<file path="src/rtl/regstat_ckpt.sv">
// Register status table (busy + producer ROB tag) with intra-group operand bypass.
// Define REGSTAT_CKPT_EN to build the branch checkpoint ring; without it ckpt_restore acts as flush.
module regstat_ckpt #(
    parameter int unsigned NREG     = 32,
    parameter int unsigned ROB_W    = 4,
    parameter int unsigned ISSUE_W  = 2,
    parameter int unsigned COMMIT_W = 2,
    parameter int unsigned NCKPT    = 4,
    localparam int unsigned RA_W    = $clog2(NREG),
    localparam int unsigned CK_W    = (NCKPT > 1) ? $clog2(NCKPT) : 1
) (
    input  logic                        clk,
    input  logic                        reset,
    input  logic [ISSUE_W-1:0]          iss_valid,
    input  logic [ISSUE_W-1:0]          iss_writes,
    input  logic [ISSUE_W*RA_W-1:0]     iss_rd,
    input  logic [ISSUE_W*RA_W-1:0]     iss_rs1,
    input  logic [ISSUE_W*RA_W-1:0]     iss_rs2,
    input  logic [ISSUE_W*ROB_W-1:0]    iss_rob,
    output logic [ISSUE_W*ROB_W-1:0]    q_j,
    output logic [ISSUE_W*ROB_W-1:0]    q_k,
    output logic [ISSUE_W-1:0]          q_j_busy,
    output logic [ISSUE_W-1:0]          q_k_busy,
    input  logic [COMMIT_W-1:0]         cmt_valid,
    input  logic [COMMIT_W-1:0]         cmt_regwrite,
    input  logic [COMMIT_W*RA_W-1:0]    cmt_rd,
    input  logic [COMMIT_W*ROB_W-1:0]   cmt_rob,
    input  logic                        flush,
    input  logic                        ckpt_take,
    input  logic                        ckpt_restore,
    input  logic                        ckpt_free,
    input  logic [CK_W-1:0]             ckpt_restore_id,
    output logic [CK_W-1:0]             ckpt_id,
    output logic                        ckpt_full
);

    logic [NREG-1:0]            busy_q, busy_n, upd_busy_c;
    logic [NREG-1:0][ROB_W-1:0] tag_q, tag_n, upd_tag_c;

    // Clear every entry whose producer commits this cycle (tag must still match).
    function automatic logic [NREG-1:0] commit_clear(input logic [NREG-1:0]            b,
                                                     input logic [NREG-1:0][ROB_W-1:0] t);
        logic [NREG-1:0] r;
        logic [RA_W-1:0] rd;
        r = b;
        for (int unsigned p = 0; p < COMMIT_W; p++) begin
            rd = cmt_rd[p*RA_W +: RA_W];
            if (cmt_valid[p] && cmt_regwrite[p] && b[rd] &&
                (t[rd] == cmt_rob[p*ROB_W +: ROB_W]))
                r[rd] = 1'b0;
        end
        return r;
    endfunction

    // Operand lookup: registered table, overridden by the youngest older writer in the group.
    always_comb begin
        logic [RA_W-1:0] rs1, rs2, rdj;
        q_j      = '0;
        q_k      = '0;
        q_j_busy = '0;
        q_k_busy = '0;
        rs1      = '0;
        rs2      = '0;
        rdj      = '0;
        for (int unsigned i = 0; i < ISSUE_W; i++) begin
            rs1 = iss_rs1[i*RA_W +: RA_W];
            rs2 = iss_rs2[i*RA_W +: RA_W];
            q_j_busy[i]           = busy_q[rs1];
            q_j[i*ROB_W +: ROB_W] = tag_q[rs1];
            q_k_busy[i]           = busy_q[rs2];
            q_k[i*ROB_W +: ROB_W] = tag_q[rs2];
            for (int unsigned j = 0; j < ISSUE_W; j++) begin
                rdj = iss_rd[j*RA_W +: RA_W];
                if ((j < i) && iss_valid[j] && iss_writes[j] && (rdj != '0)) begin
                    if (rdj == rs1) begin
                        q_j_busy[i]           = 1'b1;
                        q_j[i*ROB_W +: ROB_W] = iss_rob[j*ROB_W +: ROB_W];
                    end
                    if (rdj == rs2) begin
                        q_k_busy[i]           = 1'b1;
                        q_k[i*ROB_W +: ROB_W] = iss_rob[j*ROB_W +: ROB_W];
                    end
                end
            end
            if (rs1 == '0) begin
                q_j_busy[i]           = 1'b0;
                q_j[i*ROB_W +: ROB_W] = '0;
            end
            if (rs2 == '0) begin
                q_k_busy[i]           = 1'b0;
                q_k[i*ROB_W +: ROB_W] = '0;
            end
        end
        if (!reset) begin
            q_j      = '0;
            q_k      = '0;
            q_j_busy = '0;
            q_k_busy = '0;
        end
    end

    // Table after this cycle's commits, then issues (issue wins, higher slot wins).
    always_comb begin
        logic [RA_W-1:0] rd;
        rd         = '0;
        upd_busy_c = commit_clear(busy_q, tag_q);
        upd_tag_c  = tag_q;
        for (int unsigned i = 0; i < ISSUE_W; i++) begin
            rd = iss_rd[i*RA_W +: RA_W];
            if (iss_valid[i] && iss_writes[i] && (rd != '0)) begin
                upd_busy_c[rd] = 1'b1;
                upd_tag_c[rd]  = iss_rob[i*ROB_W +: ROB_W];
            end
        end
    end

`ifdef REGSTAT_CKPT_EN
    logic [NREG-1:0]            ck_busy_q [NCKPT];
    logic [NREG-1:0]            ck_busy_n [NCKPT];
    logic [NREG-1:0][ROB_W-1:0] ck_tag_q  [NCKPT];
    logic [NREG-1:0][ROB_W-1:0] ck_tag_n  [NCKPT];
    logic [CK_W-1:0]            head_q, head_n, tail_q, tail_n;
    logic [CK_W:0]              cnt_q, cnt_n;
    logic                       full_c, take_c;

    assign full_c    = (cnt_q == (CK_W+1)'(NCKPT));
    assign take_c    = ckpt_take && !full_c && !ckpt_restore && !flush;
    assign ckpt_id   = head_q;
    assign ckpt_full = full_c;

    // Ring bookkeeping: free retires first, then flush / restore / take.
    always_comb begin
        busy_n = upd_busy_c;
        tag_n  = upd_tag_c;
        head_n = head_q;
        tail_n = tail_q;
        cnt_n  = cnt_q;
        for (int unsigned k = 0; k < NCKPT; k++) begin
            ck_busy_n[k] = commit_clear(ck_busy_q[k], ck_tag_q[k]);
            ck_tag_n[k]  = ck_tag_q[k];
        end
        if (ckpt_free && (cnt_q != '0)) begin
            tail_n = tail_q + CK_W'(1);
            cnt_n  = cnt_q - (CK_W+1)'(1);
        end
        if (flush) begin
            busy_n = '0;
            tag_n  = '0;
            head_n = '0;
            tail_n = '0;
            cnt_n  = '0;
            for (int unsigned k = 0; k < NCKPT; k++) begin
                ck_busy_n[k] = '0;
                ck_tag_n[k]  = '0;
            end
        end else if (ckpt_restore) begin
            busy_n = commit_clear(ck_busy_q[ckpt_restore_id], ck_tag_q[ckpt_restore_id]);
            tag_n  = ck_tag_q[ckpt_restore_id];
            head_n = ckpt_restore_id;
            cnt_n  = (CK_W+1)'(CK_W'(ckpt_restore_id - tail_n));
        end else if (take_c) begin
            ck_busy_n[head_q] = upd_busy_c;
            ck_tag_n[head_q]  = upd_tag_c;
            head_n            = head_q + CK_W'(1);
            cnt_n             = cnt_n + (CK_W+1)'(1);
        end
    end

    always_ff @(posedge clk or negedge reset) begin
        if (!reset) begin
            head_q <= '0;
            tail_q <= '0;
            cnt_q  <= '0;
            for (int unsigned k = 0; k < NCKPT; k++) begin
                ck_busy_q[k] <= '0;
                ck_tag_q[k]  <= '0;
            end
        end else begin
            head_q <= head_n;
            tail_q <= tail_n;
            cnt_q  <= cnt_n;
            for (int unsigned k = 0; k < NCKPT; k++) begin
                ck_busy_q[k] <= ck_busy_n[k];
                ck_tag_q[k]  <= ck_tag_n[k];
            end
        end
    end
`else
    logic unused_ckpt;

    always_comb begin
        busy_n = upd_busy_c;
        tag_n  = upd_tag_c;
        if (flush || ckpt_restore) begin
            busy_n = '0;
            tag_n  = '0;
        end
    end

    assign ckpt_id     = '0;
    assign ckpt_full   = reset;
    assign unused_ckpt = ^{ckpt_take, ckpt_free, ckpt_restore_id};
`endif

    always_ff @(posedge clk or negedge reset) begin
        if (!reset) begin
            busy_q <= '0;
            tag_q  <= '0;
        end else begin
            busy_q <= busy_n;
            tag_q  <= tag_n;
        end
    end

endmodule

</file>
<file path="config.mk">
export PLATFORM = sky130hd
export DESIGN_NAME = regstat_ckpt
export DESIGN_NICKNAME = d
export VERILOG_FILES = /design/src/rtl/regstat_ckpt.sv
export SDC_FILE = /design/constraint.sdc
export NUM_CORES = 1
export LEC_CHECK = 0
export BUFFER_PORTS_ARGS = -buffer_cell sky130_fd_sc_hd__buf_2
export CORE_MARGIN = 2
export CORE_UTILIZATION = 50
export DETAILED_ROUTE_END_ITERATION = 10
export HOLD_SLACK_MARGIN = 0.03
export PLACE_DENSITY = 0.67
export SYNTH_ARGS = -nofsm -noshare
export SYNTH_HDL_FRONTEND = slang
export SYNTH_SLANG_ARGS = --single-unit
</file>
<file path="constraint.sdc">
create_clock -name clk -period 6.3 [get_ports clk]
set_input_delay 0 -clock clk [delete_from_list [all_inputs] [get_ports clk]]
set_output_delay 0 -clock clk [all_outputs]
set_load 0.03 [all_outputs]
</file>
# After elaboration in Yosys (flattened, before gate mapping)
# Index checks and enable logic that the tools add are counted.
[word_totals]
reg_bits = 160
latchBits = 0
mem_bits_rw = 0
rom_bits = 0
inputBits = 72
out_inout_bits = 23
memories = 0
[op_classes]
addsub = 0
multipliers = 0
div_mod_pow = 0
n_lt_le_gt_ge = 12
n_eq_ne = 4
n_shift = 0
mux = 66
bitwise = 6
n_reduce_logical = 21
[op_table]
columns = ["op", "n"]
rows = [
  ["two-way mux 128 bit", 3],
  ["bitwise mux 128 bit", 2],
  ["two-way mux 32 bit", 5],
  ["binary-select mux 4 bit (select 5 bit)", 6],
  ["AND 32 bit", 2],
  ["two-way mux 4 bit", 16],
  ["inverter 32 bit", 2],
  ["bitwise OR 32 bit", 2],
  ["< comparator 5 x 6 -> 1 bit, second input constant", 8],
  ["demux 4 bit (select 5 bit)", 2],
  ["binary-select mux 1 bit (select 5 bit)", 6],
  ["demux 1 bit (select 5 bit)", 4],
  [">= comparator 5 x 1 -> 1 bit, second input constant", 4],
  ["logical NOT 5 bit", 4],
  ["two-way mux 1 bit", 18],
  ["two-way mux 8 bit", 2],
  ["logical AND 1 bit", 14],
  ["equality test 5 bit", 2],
  ["nonzero test 5 bit", 2],
  ["equality test 4 bit", 2],
  ["two-way mux 2 bit", 2],
  ["logical OR 1 bit", 1],
]

# Logic depth before layout (Yosys ltp)
[depth]
ltp_word = 14
ltp_mapped = 15
depth_no_buf = 8

# Worst setup path before layout
# OpenSTA, ideal clock, no wires.
[synth_path]
kind = "input -> register"
start = "in cmt_rd[6]"
end = "reg busy_q[3]"
setup_ns = 0.120
arrival_time_ns = 2.728
setup_slack_ns = 3.452
path_stages = 14
path_cell_list = "clkbuf_1 -> buf_4 -> buf_4 -> buf_4 -> buf_4 -> mux2i_1 -> o22ai_1 -> nor4_1 -> nand2_1 -> xor2_1 -> or4b_1 -> buf_2 -> or3_1 -> a41o_1"
[synth_between]
elab_chain_cells = 12
[synth_lines]
columns = ["item", "line", "source"]
rows = [
  ["start: declaration", "26", "input logic [COMMIT_W*RA_W-1:0] cmt_rd,"],
  ["< comparator 5 x 6 -> 1 bit (not written as such) / >= comparator 5 x 1 -> 1 bit (equally long branches)", "50", "r[rd] = 1'b0;"],
  ["logical AND 1 bit (not written as such)", "50", ""],
  ["two-way mux 1 bit (not written as such)", "50", ""],
  ["demux 1 bit (select 5 bit)", "50", ""],
  ["inverter 32 bit (no line)", "--", ""],
  ["AND 32 bit (no line)", "--", ""],
  ["two-way mux 32 bit (*)", "48", "if (cmt_valid[p] && cmt_regwrite[p] && b[rd] &&"],
  ["bitwise OR 32 bit (no line)", "--", ""],
  ["two-way mux 32 bit (*)", "110", "if (iss_valid[i] && iss_writes[i] && (rd != '0)) begin"],
  ["bitwise OR 32 bit (no line)", "--", ""],
  ["two-way mux 32 bit (*)", "110", ""],
  ["two-way mux 32 bit (*)", "194", "if (flush || ckpt_restore) begin"],
  ["named net busy_n[3]", "37", "logic [NREG-1:0] busy_q, busy_n, upd_busy_c;"],
  ["end signal: assignment", "210", "busy_q <= busy_n;"],
  ["end: declaration", "37", ""],
]
# The timed path passes the listed nets; every way through them passes the cells marked *. The select of a mux whose other input is x is not followed.

# Worst setup path in the final report
[layout_path]
start = "reg tag_q[40] in the netlist's numbering"
end = "reg busy_q[3]"
[layout_between]
elab_chain_cells = 12
[layout_lines]
columns = ["item", "line", "source"]
rows = [
  ["start: declaration", "38", "logic [NREG-1:0][ROB_W-1:0] tag_q, tag_n, upd_tag_c;"],
  ["start signal: assignment", "211", "tag_q <= tag_n;"],
  ["binary-select mux 4 bit (select 5 bit)", "49", "(t[rd] == cmt_rob[p*ROB_W +: ROB_W]))"],
  ["two-way mux 4 bit (not written as such)", "49", ""],
  ["equality test 4 bit", "49", ""],
  ["logical AND 1 bit", "48", ""],
  ["two-way mux 32 bit", "48", ""],
  ["AND 32 bit (no line)", "--", ""],
  ["two-way mux 32 bit (*)", "48", ""],
  ["bitwise OR 32 bit (no line)", "--", ""],
  ["two-way mux 32 bit (*)", "110", ""],
  ["bitwise OR 32 bit (no line)", "--", ""],
  ["two-way mux 32 bit (*)", "110", ""],
  ["two-way mux 32 bit (*)", "194", ""],
  ["named net busy_n[3]", "37", ""],
]
# Marked as above.

==> summary.md <==
| Metric | Value |
|---|---|
| Post-Synthesis Cells | between 1500 and 2000 |
| Data arrival time of the critical path | approximately 4.2 ns |
| Critical path's slowest cell | nor3_2 |
| Period utilization | 61.3% |
| Post-synth cell types | between 50 and 60 |
| H-tree levels | 4 |
| Cts bufs inserted | 17 |
| DIE HEIGHT | approximately 190 um |
| WP buf/inv | 1 |
| Dpl hpwl | around 53 mm |
| Synth async-reset ratio | 100% |
| Initial antenna violation count | 1 |
| Number of port buffers | a little under 90 |
| Max-cap violations | 0 |
| IO Count | 95 |
| Required time of the critical path | 6.65 ns |
| Placed Area | roughly 17000 sq um |
| RSZ-0062 raised after global routing | no |
| Core Region | approximately 33000 sq um |
| Worst IR Drop VDD | 0.000188 V |
| Yosys reg bits | 160 |
| Synth warn | 0 |
| Worst slew pin tran | between 1 and 1.5 ns |
| GRT Resource Usage Total | roughly 44% |
| WL/cell | 36.9 um |
| Clock skew | around 0.014 ns |
| Final Power | between 0.002 and 0.003 W |
| Vias/cell | a little under 8 |
| Post-layout instance area | between 15000 and 20000 sq um |
| Die area | around 35000 sq um |
| Mean Syn Cell Area | between 10 and 15 sq um |
| Final setup viols | 0 |
| # rows | 67 |
| CTS max path bufs | 2 |
| Pwr Density | roughly 140 nW/um^2 |
| Max Fclk | 259 MHz |
| Worst-path cell chain | mux2i_1 -> o22ai_1 -> nor4_1 -> a21o_1 -> nand3_1 -> nor3_2 -> buf_4 -> nand3_1 -> a41o_1 |
| Pre-CTS setup slack | approximately 2.3 ns |
| Root buffer cell | clkbuf_16 |
| Detailed-route via count | 16246 |
| Leak Pwr | between 6 and 7 nW |
| Critical Path Fanout Max | 17 |
| CP startpoint kind | register |
| Resize count post-CTS | 0 |
| Final #Nets | ~1700 |
| Origin of the worst setup path | tag_q[40]$_DFF_PN0_ |
| Remaining DRCs | 0 |
| Initial DRC Count | around 2600 |
| Drt pass-1 iters | 6 |
| Most used DFF post-synth | dfrtp_1 |
| FF-to-FF Start | tag_q[40]$_DFF_PN0_ |
| Number of global-route vias before repair | roughly 15000 |
| Final WS setup | between 2 and 2.5 ns |
| Outcome | finished, final reports clean |
| CTS tree | built |
| Global-route wire length before repair | 110 mm |
| Die X | about 190 um |
| Final setup TNS | 0 ns |
| Most frequent CP cell | nand3_1 |
| Max-slew violations | 0 |
| Share of post-route cells with drive strength above 1 | approximately 23% |
| Worst-path clk slew | 0.07 ns |
| ANT nets after route | 0 |
| Layout area overhead | 6.53% |
| Register area share after synthesis | 23.8% |
| GPL Wtd Cong | 1.01 |
| Routed WL | around 76 mm |
| Critical path's largest stage delay | 0.90 ns |
| Worst hold margin | 0.0554 ns |
| Slew HR | 15.9% |
| Synth Cell Area | 16800 sq um |
| Min Tclk post-route | 3.86 ns |
| Post-synth EDFFs | 0 |
| Setup crit end kind | register |
| Hold Vio Cnt, Final | 0 |
| Critical path type | register to register |
| Worst-skew pair later-pin latency | between 0.4 and 0.5 ns |
| Gr ovfl total | 0 |
| TritonCTS Sinks | 160 |
| Hold Path Class | primary input to async pin |
| Initial Util | between 50 and 60% |
| Crit-path leading delay family | simple AND/OR/NAND/NOR gates |
| Largest net degree at the start of global routing | between 100 and 150 |
-- where the power goes --
group | total (W) | internal, W | switching [W]
sequential | 0.00104 | 0.00103 | 0.0000118
clock | 0.00105 | 0.000584 | 0.000461
combinational | 0.000466 | 0.000140 | 0.000326
total | 0.00255 | 0.00176 | 0.000799
-- through the flow --
stage                     util [%]  cells
after floorplan                  -   1645
after global placement        52.1   2031
after detailed placement      52.1   2031
after CTS                     53.8   2062
after global routing          53.8   2062
final                         53.8   2063
-- cells in the final DEF, fill, tap and decap left out, types with 8 or more instances in the layout --
| cell | Yosys | layout |
|---|---|---|
| nor2_1 | 169 | 168 |
| a311oi_1 | 32 | 32 |
| mux2i_1 | 249 | 249 |
| buf_2 | 15 | 85 |
| o2bb2ai_1 | 10 | 10 |
| mux4_2 | 212 | 212 |
| clkbuf_16 | 0 | 17 |
| nand3_1 | 57 | 57 |
| a21oi_1 | 46 | 46 |
| nand2_1 | 129 | 129 |
| nor4_1 | 20 | 19 |
| nand4b_1 | 8 | 8 |
| a211oi_1 | 100 | 100 |
| nor3_1 | 51 | 50 |
| a21o_1 | 18 | 18 |
| o21ai_0 | 16 | 16 |
| buf_4 | 9 | 27 |
| xor2_1 | 10 | 9 |
| o22ai_1 | 74 | 74 |
| dfrtp_1 | 160 | 160 |
-- what timing repair did --
action | CTS | global route
setup buffers | 0 | 0
hold endpoints to repair | 51 | 0
hold buffers | 1 | 0
setup endpoints to repair | 0 | 0
-- synth_stat cells, drive strengths merged, types with 8 or more instances --
master	instances	share of area, %
dfrtp	160	24
nor4	21	0.82
a21o	18	0.80
mux2i	249	15
o2bb2ai	10	0.52
nand4b	8	0.42
o21ai	16	0.48
a311oi	32	1.7
nor3	51	1.5
or4b	9	0.60
o22ai	74	2.8
clkbuf	118	2.6
mux4	212	28
xor2	10	0.52
a21oi	46	1.4
nand3	57	1.7
nand2	129	2.9
buf	58	1.7
a211oi	100	4.5
nor2	169	3.8
-- cells by family (layout without fill, tap and decap cells) --
| logic type | Yosys count | count (layout) | share of synthesized area, % |
|---|---|---|---|
| muxes | 461 | 461 | 43.2 |
| and+or+nand+nor | 519 | 519 | 15.1 |
| AOI/OAI and AO/OA | 310 | 310 | 12.7 |
| other | 1 | 3 | 0.0223 |
| DFF | 160 | 160 | 23.8 |
| xor gates and xnor gates | 14 | 14 | 0.729 |
| buffers and inverters | 179 | 148 | 4.35 |
-- final timing paths --
path	end	slack, ns	cells after the start
setup / recovery	busy_q[3]$_DFF_PN0_	2.44	9
hold / removal	busy_q[27]$_DFF_PN0_	0.06	2
max in group asynchronous	tag_q[55]$_DFF_PN0_	5.20	3
setup reg to reg	busy_q[3]$_DFF_PN0_	2.44	9
min in group clk	busy_q[23]$_DFF_PN0_	0.06	3
hold reg to reg	tag_q[2]$_DFF_PN0_	0.64	1
-- state kept, by name, summed over array words and instances, names as in the netlist --
| signal | cells |
|---|---|
| busy_q | 32 |
| tag_q | 128 |
-- per-layer routing --
| layer | track usage [%] | up-vias | wire [um] |
|---|---|---|---|
| met4 | 24.1 | 0 | 4890 |
| li1 | - | 6479 | - |
| met2 | 61.6 | 1442 | 32100 |
| met5 | 0 | - | 0 |
| met3 | 16.2 | 259 | 11700 |
| met1 | 57.7 | 8066 | 27400 |
-- worst reg2reg max path, delay by kind of cell (launching register included) --
kind,cells,cell delay [ns]
DFF,1,0.52
buffers and inverters,1,0.39
muxes,1,0.31
AOI/OAI and AO/OA,3,0.62
and+or+nand+nor,4,1.91
-- layout make-up --
type / count / area [sq um]
diodes: 1 / 2.50
clock buffers: 18 / 439
clock inverters: 12 / 120
fillers: 3022 / 15400
inverters: 3 / 11.3
multi-input cells: 1306 / 12100
flip-flops and latches: 160 / 4000
well taps: 448 / 561
repair buffers: 115 / 669
Power figures use the tool's default switching activity.
